--- src/rtl/mdio_cmd_sched.sv ---
// Command scheduler in front of a Clause-22 MDIO master: buffers host register
// commands, runs them one at a time on the master and returns one response each.
module mdio_cmd_sched #(
  parameter int FIFO_DEPTH     = 4,
  parameter int GAP_CYCLES     = 256,
  parameter int TIMEOUT_CYCLES = 16384
) (
  input  logic        clk,
  input  logic        rst,
  input  logic        cmd_valid,
  output logic        cmd_ready,
  input  logic        cmd_write,
  input  logic [4:0]  cmd_phy,
  input  logic [4:0]  cmd_reg,
  input  logic [15:0] cmd_wdata,
  output logic        rsp_valid,
  input  logic        rsp_ready,
  output logic        rsp_write,
  output logic [15:0] rsp_rdata,
  output logic        rsp_timeout,
  output logic        busy,
  output logic        mdio_start,
  output logic [1:0]  mdio_opcode,
  output logic [4:0]  mdio_phy_addr,
  output logic [4:0]  mdio_reg_addr,
  output logic [15:0] mdio_wdata,
  input  logic        mdio_done,
  input  logic [15:0] mdio_rdata
);

  localparam int PTR_W = (FIFO_DEPTH > 1) ? $clog2(FIFO_DEPTH) : 1;
  localparam int CNT_W = PTR_W + 1;
  localparam int TMR_W = $clog2(TIMEOUT_CYCLES + 1);
  localparam int GAP_W = $clog2(GAP_CYCLES + 1);
  localparam int ENT_W = 27;

  localparam logic [CNT_W-1:0] FULL_CNT = CNT_W'(FIFO_DEPTH);
  localparam logic [TMR_W-1:0] TMO_LAST = TMR_W'(TIMEOUT_CYCLES - 1);
  localparam logic [GAP_W-1:0] GAP_LAST = GAP_W'(GAP_CYCLES - 1);

  typedef enum logic [4:0] {
    IDLE = 5'b00001,
    LOAD = 5'b00010,
    RUN  = 5'b00100,
    RESP = 5'b01000,
    GAP  = 5'b10000
  } state_t;

  state_t state, state_nxt;

  logic [ENT_W-1:0] fifo_mem [FIFO_DEPTH];
  logic [PTR_W-1:0] wr_ptr, rd_ptr;
  logic [CNT_W-1:0] count, count_nxt;
  logic             push, pop;

  logic [ENT_W-1:0] head;
  logic             head_write;
  logic [4:0]       head_phy;
  logic [4:0]       head_reg;
  logic [15:0]      head_wdata;

  logic             done_meta_p0, done_sync_p1, done_sync_p2;
  logic             done_rise;

  logic [TMR_W-1:0] timer;
  logic [GAP_W-1:0] gap_cnt;
  logic             cap_pend;
  logic             is_write;

  logic             start_set, run_done, run_tmo, rsp_show, rsp_take;

  assign push = cmd_valid & cmd_ready;

  always_comb begin
    count_nxt = count;
    case ({push, pop})
      2'b10:   count_nxt = count + 1'b1;
      2'b01:   count_nxt = count - 1'b1;
      default: count_nxt = count;
    endcase
  end

  // cmd_ready is a register so the host sees a clean, glitch-free full flag
  always_ff @(posedge clk or negedge rst) begin
    if (!rst) begin
      wr_ptr    <= '0;
      rd_ptr    <= '0;
      count     <= '0;
      cmd_ready <= 1'b1;
    end else begin
      if (push) wr_ptr <= wr_ptr + 1'b1;
      if (pop)  rd_ptr <= rd_ptr + 1'b1;
      count     <= count_nxt;
      cmd_ready <= (count_nxt != FULL_CNT);
    end
  end

  always_ff @(posedge clk) begin
    if (push) fifo_mem[wr_ptr] <= {cmd_write, cmd_phy, cmd_reg, cmd_wdata};
  end

  assign head       = fifo_mem[rd_ptr];
  assign head_write = head[26];
  assign head_phy   = head[25:21];
  assign head_reg   = head[20:16];
  assign head_wdata = head[15:0];

  // transfer_end comes from the mdc domain: two-flop synchronizer, then edge detect
  always_ff @(posedge clk or negedge rst) begin
    if (!rst) begin
      done_meta_p0 <= 1'b0;
      done_sync_p1 <= 1'b0;
      done_sync_p2 <= 1'b0;
    end else begin
      done_meta_p0 <= mdio_done;
      done_sync_p1 <= done_meta_p0;
      done_sync_p2 <= done_sync_p1;
    end
  end

  assign done_rise = done_sync_p1 & ~done_sync_p2;
  assign is_write  = (mdio_opcode == 2'b01);
  assign busy      = (state != IDLE) | (count != '0);

  always_ff @(posedge clk or negedge rst) begin
    if (!rst) state <= IDLE;
    else      state <= state_nxt;
  end

  always_comb begin
    state_nxt = state;
    pop       = 1'b0;
    start_set = 1'b0;
    run_done  = 1'b0;
    run_tmo   = 1'b0;
    rsp_show  = 1'b0;
    rsp_take  = 1'b0;
    case (state)
      IDLE: begin
        if (count != '0) begin
          pop       = 1'b1;
          state_nxt = LOAD;
        end
      end
      LOAD: begin
        start_set = 1'b1;
        state_nxt = RUN;
      end
      RUN: begin
        // a done edge in the same cycle as the timeout still counts as success
        if (done_rise) begin
          run_done  = 1'b1;
          state_nxt = RESP;
        end else if (timer == TMO_LAST) begin
          run_tmo   = 1'b1;
          state_nxt = RESP;
        end
      end
      RESP: begin
        if (!rsp_valid) begin
          rsp_show = 1'b1;
        end else if (rsp_ready) begin
          rsp_take  = 1'b1;
          state_nxt = GAP;
        end
      end
      GAP: begin
        if (gap_cnt == '0) state_nxt = IDLE;
      end
      default: state_nxt = IDLE;
    endcase
  end

  always_ff @(posedge clk or negedge rst) begin
    if (!rst) begin
      mdio_start    <= 1'b0;
      mdio_opcode   <= 2'b00;
      mdio_phy_addr <= 5'd0;
      mdio_reg_addr <= 5'd0;
      mdio_wdata    <= 16'd0;
      timer         <= '0;
      gap_cnt       <= '0;
      cap_pend      <= 1'b0;
    end else begin
      if (pop) begin
        mdio_opcode   <= head_write ? 2'b01 : 2'b10;
        mdio_phy_addr <= head_phy;
        mdio_reg_addr <= head_reg;
        mdio_wdata    <= head_wdata;
      end
      if (start_set) begin
        mdio_start <= 1'b1;
        timer      <= '0;
      end else if (state == RUN) begin
        timer <= timer + 1'b1;
      end
      if (run_done) cap_pend <= 1'b1;
      if (rsp_show) begin
        mdio_start <= 1'b0;
        cap_pend   <= 1'b0;
      end
      if (rsp_take) begin
        gap_cnt <= GAP_LAST;
      end else if ((state == GAP) && (gap_cnt != '0)) begin
        gap_cnt <= gap_cnt - 1'b1;
      end
    end
  end

  // Read data is sampled one cycle after done_rise, when the master's shift
  // register has been static for several mdc periods.
  always_ff @(posedge clk or negedge rst) begin
    if (!rst) begin
      rsp_valid   <= 1'b0;
      rsp_write   <= 1'b0;
      rsp_rdata   <= 16'd0;
      rsp_timeout <= 1'b0;
    end else begin
      if (run_tmo) begin
        rsp_rdata   <= 16'hFFFF;
        rsp_timeout <= 1'b1;
      end
      if (rsp_show) begin
        rsp_valid <= 1'b1;
        rsp_write <= is_write;
        if (cap_pend) begin
          rsp_rdata   <= is_write ? 16'd0 : mdio_rdata;
          rsp_timeout <= 1'b0;
        end
      end
      if (rsp_take) rsp_valid <= 1'b0;
    end
  end

endmodule

--- config.mk ---
export PLATFORM = sky130hd
export DESIGN_NAME = mdio_cmd_sched
export DESIGN_NICKNAME = d
export VERILOG_FILES = /design/src/rtl/mdio_cmd_sched.sv
export SDC_FILE = /design/constraint.sdc
export NUM_CORES = 1
export LEC_CHECK = 0
export ABC_CLOCK_PERIOD_IN_PS = 3250
export BUFFER_PORTS_ARGS = -buffer_cell sky130_fd_sc_hd__buf_2
export CAP_MARGIN = 20
export CORE_UTILIZATION = 49
export DETAILED_ROUTE_END_ITERATION = 7
export PLACE_DENSITY = 0.67
export SYNTH_ARGS = -nofsm -noshare
export SYNTH_HDL_FRONTEND = slang
export SYNTH_SLANG_ARGS = --single-unit
--- constraint.sdc ---
create_clock -name clk -period 3.25 [get_ports clk]
set_input_delay 0.65 -clock clk [delete_from_list [all_inputs] [get_ports clk]]
set_output_delay 0.65 -clock clk [all_outputs]
set_load 0.01 [all_outputs]
# ---- Word-level counts from Yosys, hierarchy flattened
# Memories as Yosys holds them, arrays and structs flattened.
# Index checks and enable logic that the tools add are counted.
# W data, S select, Z words.
dict set report word_totals {
  input_bits 48
  ram_bits 108
  wordCells 98
  register_bits 89
  output_inout_bits 50
  n_memories 1
}
# memory depth word_bits rd rd_clocked_by_memory_dff wr line_no
set memory_table {}
lappend memory_table {fifo_mem 4 27 1 0 1 51} ;# logic [ENT_W-1:0] fifo_mem [FIFO_DEPTH];
dict set report classes {
  reduce_logical 10
  mux 41
  n_addsub 6
  n_bitwise 4
  n_eq_ne 16
}
# op n
set ops {}
lappend ops {{$mux W16} 4}
lappend ops {{$mux W15} 2}
lappend ops {{$mux W5} 6}
lappend ops {{$pmux W5 S5} 1}
lappend ops {{$mux W1} 24}
lappend ops {{$mux W9} 2}
lappend ops {{$add A15 B1 Y15 const B} 1}
lappend ops {{$eq A15 B14 Y1 const B} 1}
lappend ops {{$reduce_bool A2 Y1} 5}
lappend ops {{$logic_not A9 Y1} 1}
lappend ops {{$reduce_bool A9 Y1} 1}
lappend ops {{$sub A9 B1 Y9 const B} 1}
lappend ops {{$ne A2 B2 Y1 const B} 4}
lappend ops {{$ne A3 B3 Y1 const B} 2}
lappend ops {{$pmux W3 S2} 1}
lappend ops {{$eq A5 B1 Y1 const B} 1}
lappend ops {{$eq A5 B2 Y1 const B} 1}
lappend ops {{$eq A5 B3 Y1 const B} 1}
lappend ops {{$eq A5 B4 Y1 const B} 1}
lappend ops {{$eq A5 B5 Y1 const B} 1}
lappend ops {{$ne A5 B1 Y1 const B} 1}
lappend ops {{$reduce_and A5 Y1} 1}
lappend ops {{$add A2 B1 Y2 const B} 2}
lappend ops {{$eq A2 B1 Y1 const B} 2}
lappend ops {{other kinds (9)} 10}

# ---- Logic depth before layout (Yosys ltp)
# Gate-level depths: netlist (run 1).
dict set report depth {
  word_depth 7
  ltp_mapped 11
  mapped_depth_nobuf 9
}

# ---- Least setup slack after synthesis (run 1)
# OpenSTA, ideal clock, no wires.
dict set report synth_path {
  path_kind {register to register}
  from {register state[0]}
  to {register cmd_ready}
  arrival_time_ns 2.519
  stages_incl_launch_ff 11
  path_slack_ns 0.649
  path_cell_list {dfstp_2 -> or4b_4 -> nor3_4 -> buf_6 -> ha_1 -> inv_1 -> fa_1 -> xor2_1 -> nor2_1 -> xor2_1 -> nand2_1}
}
dict set report synth_between {
  elab_chain_cells 5
  elab_cells_between_ends 6
  classes_between {eq/ne (4); mux (2)}
}
# element line_no
set synth_rtl {}
lappend synth_rtl {{start: declaration} 49} ;# state_t state, state_nxt;
lappend synth_rtl {{start signal: assignment} 127} ;# else state <= state_nxt;
lappend synth_rtl {{$eq A5 B1 Y1 (*)} 138} ;# case (state)
lappend synth_rtl {{$mux W1 (*)} 138}
lappend synth_rtl {{$eq A2 B1 Y1 / $eq A2 B2 Y1 (equally long branches)} 76} ;# case ({push, pop})
lappend synth_rtl {{$pmux W3 S2 (*)} 76}
lappend synth_rtl {{named net count_nxt[2]} 53} ;# logic [CNT_W-1:0] count, count_nxt;
lappend synth_rtl {{$ne A3 B3 Y1 (*)} 94} ;# cmd_ready <= (count_nxt != FULL_CNT);
lappend synth_rtl {{end signal: assignment} 94}
lappend synth_rtl {{end: declaration} 11} ;# output logic cmd_ready,
# The timed path passes the listed nets; every way through them passes the cells marked *.
# A chain may end at the register's enable or synchronous reset.

# ---- Worst setup path after layout (run 1)
dict set report layout_path {
  from {register state[0]}
  to {output port busy}
}
dict set report layout_between {
  elab_chain_cells 2
}
# element line_no
set layout_rtl {}
lappend layout_rtl {{$ne A5 B1 Y1} 123} ;# assign busy = (state != IDLE) | (count != '0);
lappend layout_rtl {{$or A1 B1 Y1} 123}
lappend layout_rtl {{end: declaration} 21} ;# output logic busy,
# Every way passes these cells.

==> run_results.csv, run 1 <==
group,metric,value,unit
logic_synthesis,async_flop_share,45.2,%
sta,layout_setup_ws,0.638,ns
placement,hpwl,9.53,mm
die,rows,46,
cts,ctsResizeCount,0,
logic_synthesis,synth_top_family_by_area,"multiplexers",
sta,finalCritPeriodShare,80.4,%
setup_path,worstReg2RegStart,"state[0]$_DFFE_PN1P_",
logic_synthesis,synthMuxAreaShare,12.1,%
power,peakVddDrop,515,uV
die,dieArea,0.0167,mm2
logic_synthesis,synth.yosys.seq_area_share,69.0,%
cts,cts_buffers,17,
placement,port_buffers,97,
setup_path,r2r-end,"cmd_ready$_DFF_PN1_",
placement,gp_congestion,0.821,
setup_path,ff2ff_path_depth,9,
global_route,grt_pass1_wl,23.3,mm
cts,insertion_delay,0.43,ns
cts,cts_tree,"built",
setup_path,crit_type,"flop to output port",
power,pwr_density_cell,592,mW/mm2
job,cap_violations,0,
cts,cts.path.max_buffers,2,
sta,clock.fmax,383,MHz
die,fp.dieW,129,um
sta,whs,0.283,ns
routing,wire_per_inst,17.3,um
cts,clk_pin_slew,0.07,ns
sta,tightest_slew,0.726,ns
global_route,grt_overflow,0,
logic_synthesis,yosysWarnings,0,
logic_synthesis,yosys.area.top_type_share,40.9,%
cts,holdBufCountCts,0,
logic_synthesis,synth_top_cell_by_area,"edfxtp_1",
worst_hold_path,hold_class,"input port to async pin",
routing,wirelength,14.6,mm
logic_synthesis,synth.distinct_cells,48,
cts,cts-htree-levels,4,
die,io_pins,98,
setup_path,cp.arrival,1.96,ns
routing,drt_first_pass_iters,5,
routing,drt_iter0_markers,302,
power,power.leakage,3.79,nW
sta,min_period,2.61,ns
routing,antenna_left,0,
placement,dp_slack,0.698,ns
placement,place_inst,813,
global_route,grt_max_degree,52,
die,die_h,129,um
global_route,grt_use_total,18.7,%
logic_synthesis,yosys.area_share.simple,8.93,%
sta,rsz0062_at_grt,"false",
cts,post-cts-setup-buffers,0,
logic_synthesis,syn-cell-area,0.00793,mm2
setup_path,regToRegSetupSlack,0.68,ns
logic_synthesis,ys.flop_type,"edfxtp_1",
die,core-area,0.0158,mm2
outcome,status,"finished, final reports clean",
logic_synthesis,synth_fa_ha_area_share,1.36,%
logic_synthesis,synth-xor-area-share,1.55,%
logic_synthesis,synth_edf_count,108,
logic_synthesis,syn_inst,513,
layout,drive_gt1_share,31.8,%
setup_path,cp-end-kind,"output port",
global_route,first_global_vias,4545,
layout,antenna_cells,0,
cts,cts-root-buf,"clkbuf_16",
sta,setup_viol,0,
setup_path,cp-start-kind,"flop",
logic_synthesis,synth-compound-area-share,4.70,%
routing,vias_per_cell,5.42,
sta,finalSetupTns,0,ns
layout,fill_cells,1209,
logic_synthesis,ys_seq_elements,197,
logic_synthesis,syn_nets,569,
layout,area_delta_synth_final,15.9,%
logic_synthesis,synth_commonest_cells,"edfxtp_1 (108), dfrtp_1 (87), a21oi_1 (43)",
sta,finalMaxSlewViolations,0,
setup_path,cp_max_fo,8,
logic_synthesis,synth.area.top_cells,"edfxtp_1 (41%), dfrtp_1 (27%), mux4_2 (7.7%)",
sta,relSlewSlack,51.6,%
routing,drc,0,
global_route,antenna_found_initial,0,
cts,cts_sinks,197,
logic_synthesis,syn_avg_cell_area,15.5,um2
die,start_util,50.1,%
sta,skew,0.00942,ns
layout,fin_nets,672,
logic_synthesis,synthMostInstantiatedCell,"edfxtp_1",
layout,fin_cells,845,
routing,vias,4582,
sta,hold_viol,0,
setup_path,worstPathRequired,2.60,ns
## layout by cell type, fill, tap and decap left out, drive strengths merged, types with 2 or more instances in the layout
cell and count:
and2 2, nand4 4, ha 7, o31ai 3
nor3 12, and4 5, a21oi 43, o21ai 10
nor4 3, clkinv 5, or4 5, and3 10
nand3 9, o211ai 2, or3 7, nor2b 5
mux2 28, or4b 2, mux4 27, xnor2 9
nor2 41, xor2 5, a311oi 2, a211oi 2
nand2 21, inv 18, clkbuf 21, buf 108
dfrtp 87, mux2i 4, nand2b 4, dfstp 2
edfxtp 108
## state kept, by name, summed over array words and instances, names as in the netlist
name / cells
cmd_ready: 1
state: 5
rsp_valid: 1
rsp_write: 1
mdio_phy_addr: 5
done_meta_p0: 1
mdio_wdata: 16
count: 3
mdio_start: 1
mdio_reg_addr: 5
rsp_rdata: 16
mdio_opcode: 2
cap_pend: 1
done_sync_p1: 1
rsp_timeout: 1
wr_ptr: 2
timer: 15
rd_ptr: 2
fifo_mem: 108
gap_cnt: 9
done_sync_p2: 1
## per-layer routing
metal | share of wire, % | track usage (%)
met5 | 0 | 0
met4 | 1.7 | 6.23
met3 | 4.9 | 5.28
met2 | 50 | 30.2
met1 | 44 | 24.5
## worst max-delay path, stage by stage, from the launching register on
cell and delay (ns):
dfstp_2 0.58, or4b_4 0.51, nor2_1 0.15, nand2_1 0.11, buf_2 0.19
## through the flow
stage,power [W],area (um2),util (%)
after floorplan,0.00334,7930,-
after global placement,0.00353,8650,54.7
after detailed placement,0.00357,8650,54.7
after CTS,0.00549,9200,58.1
after global routing,0.00566,9200,58.1
final,0.00544,9200,58.1
## report_power, final
| part | internal, W | switching, W |
|---|---|---|
| Combinational | 0.000172 | 0.000296 |
| Sequential | 0.00296 | 0.0000769 |
| Clock | 0.00102 | 0.000918 |
## final cells by class
class | count | area, um2 | share of cell area [%]
clock buffers | 21 | 450 | 4.90
clock inverters | 11 | 95.1 | 1.03
inverters | 13 | 48.8 | 0.531
multi-input cells | 279 | 2270 | 24.7
flip-flops and latches | 197 | 5470 | 59.5
well taps | 216 | 270 | 2.94
repair buffers | 108 | 583 | 6.34
## logic make-up after synthesis
group	after synthesis
DFF	197
and+or+nand+nor	132
AOI/OAI and AO/OA	66
muxes	59
buffers and inverters	37
xor gates and xnor gates	14
adders and majority gates	8
## worst max path at each step
stage                           to  slack [ns]                 start  depth (start not counted)
2_1_floorplan  cmd_ready$_DFF_PN1_        0.65  state[0]$_DFFE_PN1P_                         10
3_3_place_gp   cmd_ready$_DFF_PN1_        0.83  state[0]$_DFFE_PN1P_                          9
3_5_place_dp   cmd_ready$_DFF_PN1_        0.70  state[0]$_DFFE_PN1P_                          9
4_1_cts                       busy        0.63  state[0]$_DFFE_PN1P_                          4
5_1_grt                       busy        0.53  state[0]$_DFFE_PN1P_                          4
6_report                      busy        0.64  state[0]$_DFFE_PN1P_                          4
(Power assumes the default switching activity.)
==> inputs of run 2 (changes only) <==
--- a/config.mk
+++ b/config.mk
@@ -5,12 +5,12 @@
 export SDC_FILE = /design/constraint.sdc
 export NUM_CORES = 1
 export LEC_CHECK = 0
-export ABC_CLOCK_PERIOD_IN_PS = 3250
+export ABC_CLOCK_PERIOD_IN_PS = 2220
 export BUFFER_PORTS_ARGS = -buffer_cell sky130_fd_sc_hd__buf_2
 export CAP_MARGIN = 20
 export CORE_UTILIZATION = 49
 export DETAILED_ROUTE_END_ITERATION = 7
-export PLACE_DENSITY = 0.67
+export PLACE_DENSITY = 0.7
 export SYNTH_ARGS = -nofsm -noshare
 export SYNTH_HDL_FRONTEND = slang
 export SYNTH_SLANG_ARGS = --single-unit
==> constraint.sdc (replaced) <==
create_clock -name clk -period 2.22 [get_ports clk]
set_input_delay 0.444 -clock clk [delete_from_list [all_inputs] [get_ports clk]]
set_output_delay 0.444 -clock clk [all_outputs]
set_load 0.01 [all_outputs]
==> run 2 against run 1 <==
  * The run now ends with setup timing left
  * Power is 52% higher
  * Critical path type is now flop to flop
  * Largest cell class unchanged
  * Worst setup slack worse by 0.78 ns
  * Critical endpoint is now cmd_ready$_DFF_PN1_
  * Non-clock buffer count is 16 higher
  * Highest routed layer is now met5
==> run_results.csv, run 2 (synthesized netlist as in run 1, its figures left out) <==
group,metric,value,unit
power,p_comb_share,9.0,%
setup_path,regToRegSetupSlack,-0.14,ns
sta,whs,0.112,ns
setup_path,slowest_stage,"dfstp_2",
power,power_switching,0.00196,W
global_route,grt_use_total,19.7,%
routing,drt_iter0_markers,272,
job,cap_violations,0,
sta,finalSetupTns,-0.421,ns
layout,area_delta_synth_final,18.7,%
global_route,grt_overflow,0,
sta,min_period,2.36,ns
setup_path,cpPeakStageDelay,0.53,ns
setup_path,cp-end-kind,"flop",
outcome,violations,"setup timing",
cts,insertion_delay,0.43,ns
setup_path,crit_type,"flop to flop",
die,core-area,0.0158,mm2
layout,final_cell_mix,"edfxtp_1 (108), buf_2 (96), dfrtp_1 (86)",
die,io_pins,98,
sta,rsz0062_at_grt,"true",
die,fp.dieW,129,um
cts,cts_buffers,17,
setup_path,worstReg2RegStart,"state[0]$_DFFE_PN1P_",
setup_path,path_buf_inv,1,
worst_hold_path,hold_class,"input port to flop",
routing,vias_per_cell,5.36,
worst_hold_path,worstHoldStart,"mdio_done",
cts,cts-htree-levels,4,
die,die_h,129,um
layout,fin_nets,688,
layout,largest_reg_flops,108,
setup_path,cp-start-kind,"flop",
sta,relSlewSlack,58.6,%
placement,placed_area,0.00880,mm2
routing,vias,4619,
power,pwr_density_cell,879,mW/mm2
setup_path,cp_max_fo,2,
setup_path,worstPathRequired,2.58,ns
cts,cts-root-buf,"clkbuf_16",
sta,layout_setup_ws,-0.141,ns
global_route,first_global_vias,4734,
power,switching_share,23.7,%
setup_path,critPathMostFrequentCell,"xor2_1",
cts,cts.path.max_buffers,2,
global_route,antenna_found_initial,2,
sta,skew,0.0145,ns
power,p_int,0.00631,W
power,p_total,0.00827,W
power,peakVddDrop,740,uV
sta,clock.fmax,424,MHz
sta,finalCritPeriodShare,106,%
cts,cts_sinks,197,
routing,wire_per_inst,17.8,um
layout,final_core_util,59.5,%
layout,design_area,0.00941,mm2
power,clkPwrFrac,37.2,%
setup_path,cp.arrival,2.72,ns
global_route,grt_max_degree,69,
routing,drt_first_pass_iters,4,
setup_path,path_cells,"or4b_4 -> nor3_4 -> ha_4 -> inv_2 -> fa_2 -> xor2_1 -> nor2_1 -> xor2_1 -> nand2_1",
placement,gp_congestion,0.800,
die,dieArea,0.0167,mm2
power,seq_power_share,53.8,%
layout,drive_gt1_share,34.3,%
die,start_util,50.1,%
sta,setup_viol,16,
layout,top_register,"fifo_mem",
cts,cts_tree,"built",
global_route,grt_pass1_wl,24.3,mm
routing,antenna_left,0,
sta,hold_viol,0,
power,power.leakage,3.90,nW
layout,final_common_cell,"edfxtp_1",
outcome,status,"finished, violations left",
layout,reg_top3,"fifo_mem: 108 flops, mdio_wdata: 16 flops, rsp_rdata: 16 flops",
cts,clk_pin_slew,0.07,ns
layout,fill_cells,1214,
placement,port_buffers,97,
routing,drc,0,
placement,hpwl,9.98,mm
die,rows,46,
sta,finalMaxSlewViolations,0,
routing,wirelength,15.3,mm
sta,tightest_slew,0.621,ns
setup_path,crit_family,"simple AND/OR/NAND/NOR gates",
setup_path,startpoint,"state[0]$_DFFE_PN1P_",
==> run 2: cell types whose count changed in the layout (fill, tap and decap cells not counted), moves of 2 or more <==
cell / delta
bufinv_16: +2
buf_4: +13
clkinv_4: -3
clkinv_1: +2
clkbuf_1: -3
inv_6: +2
buf_12: +2
==> run 2: final cells by class <==
class | count | area (um2) | share of cell area (%)
flip-flops and latches | 197 | 5470 | 58.2
multi-input cells | 279 | 2300 | 24.4
repair buffers | 124 | 731 | 7.76
clock buffers | 17 | 425 | 4.52
well taps | 216 | 270 | 2.87
clock inverters | 15 | 165 | 1.75
inverters | 13 | 48.8 | 0.518
diodes | 1 | 2.50 | 0.0266
==> run 2: routing by layer <==
metal	share of wire [%]	track usage, %	up-vias
met4	1.8	6.92	2
met3	4.0	5.24	21
met5	0.059	0	-
met2	51	33.0	69
li1	-	-	2167
met1	43	25.0	2360
==> run 2: path summary, 6_finish.rpt <==
| kind | depth (start not counted) | endpoint |
|---|---|---|
| worst max-delay path | 9 | cmd_ready$_DFF_PN1_ |
| worst min-delay path | 1 | done_meta_p0$_DFF_PN0_ |
| worst max register to register | 9 | cmd_ready$_DFF_PN1_ |
| worst min register to register | 0 | done_sync_p1$_DFF_PN0_ |
| max in group asynchronous | 3 | state[0]$_DFFE_PN1P_ |
| min in group asynchronous | 2 | mdio_reg_addr[2]$_DFFE_PN0N_ |
==> run 2: power by group through the flow <==
stage               Combinational, W  Clock (W)  Sequential, W
finish                      0.000742    0.00308        0.00445
floorplan                   0.000403          0        0.00449
detailed placement          0.000737          0        0.00453
global placement            0.000716          0        0.00449
CTS                         0.000744    0.00315        0.00446
global route                0.000810    0.00329        0.00449
==> run 2: worst register-to-register path, stage by stage (launching register included) <==
cell,delay (ns)
dfstp_2,0.53
or4b_4,0.48
nor3_4,0.24
ha_4,0.17
inv_2,0.04
fa_2,0.32
xor2_1,0.14
nor2_1,0.11
xor2_1,0.20
nand2_1,0.07
==> run 2: stage by stage <==
step	worst slack, ns	std cells
final	-0.141	862
after global routing	-0.262	862
after floorplan	-0.364	513
after detailed placement	-0.179	827
after CTS	-0.151	861
after global placement	-0.107	827
==> run 2: what timing repair did <==
| action | CTS | global route |
|---|---|---|
| pin swaps | 2 | 0 |
| buffers inserted | 1 | 0 |
| hold buffers | 1 | 0 |
| endpoints found under the setup margin | 29 | 31 |
| resized for setup | 1 | 1 |
| hold endpoints to repair | 21 | 0 |
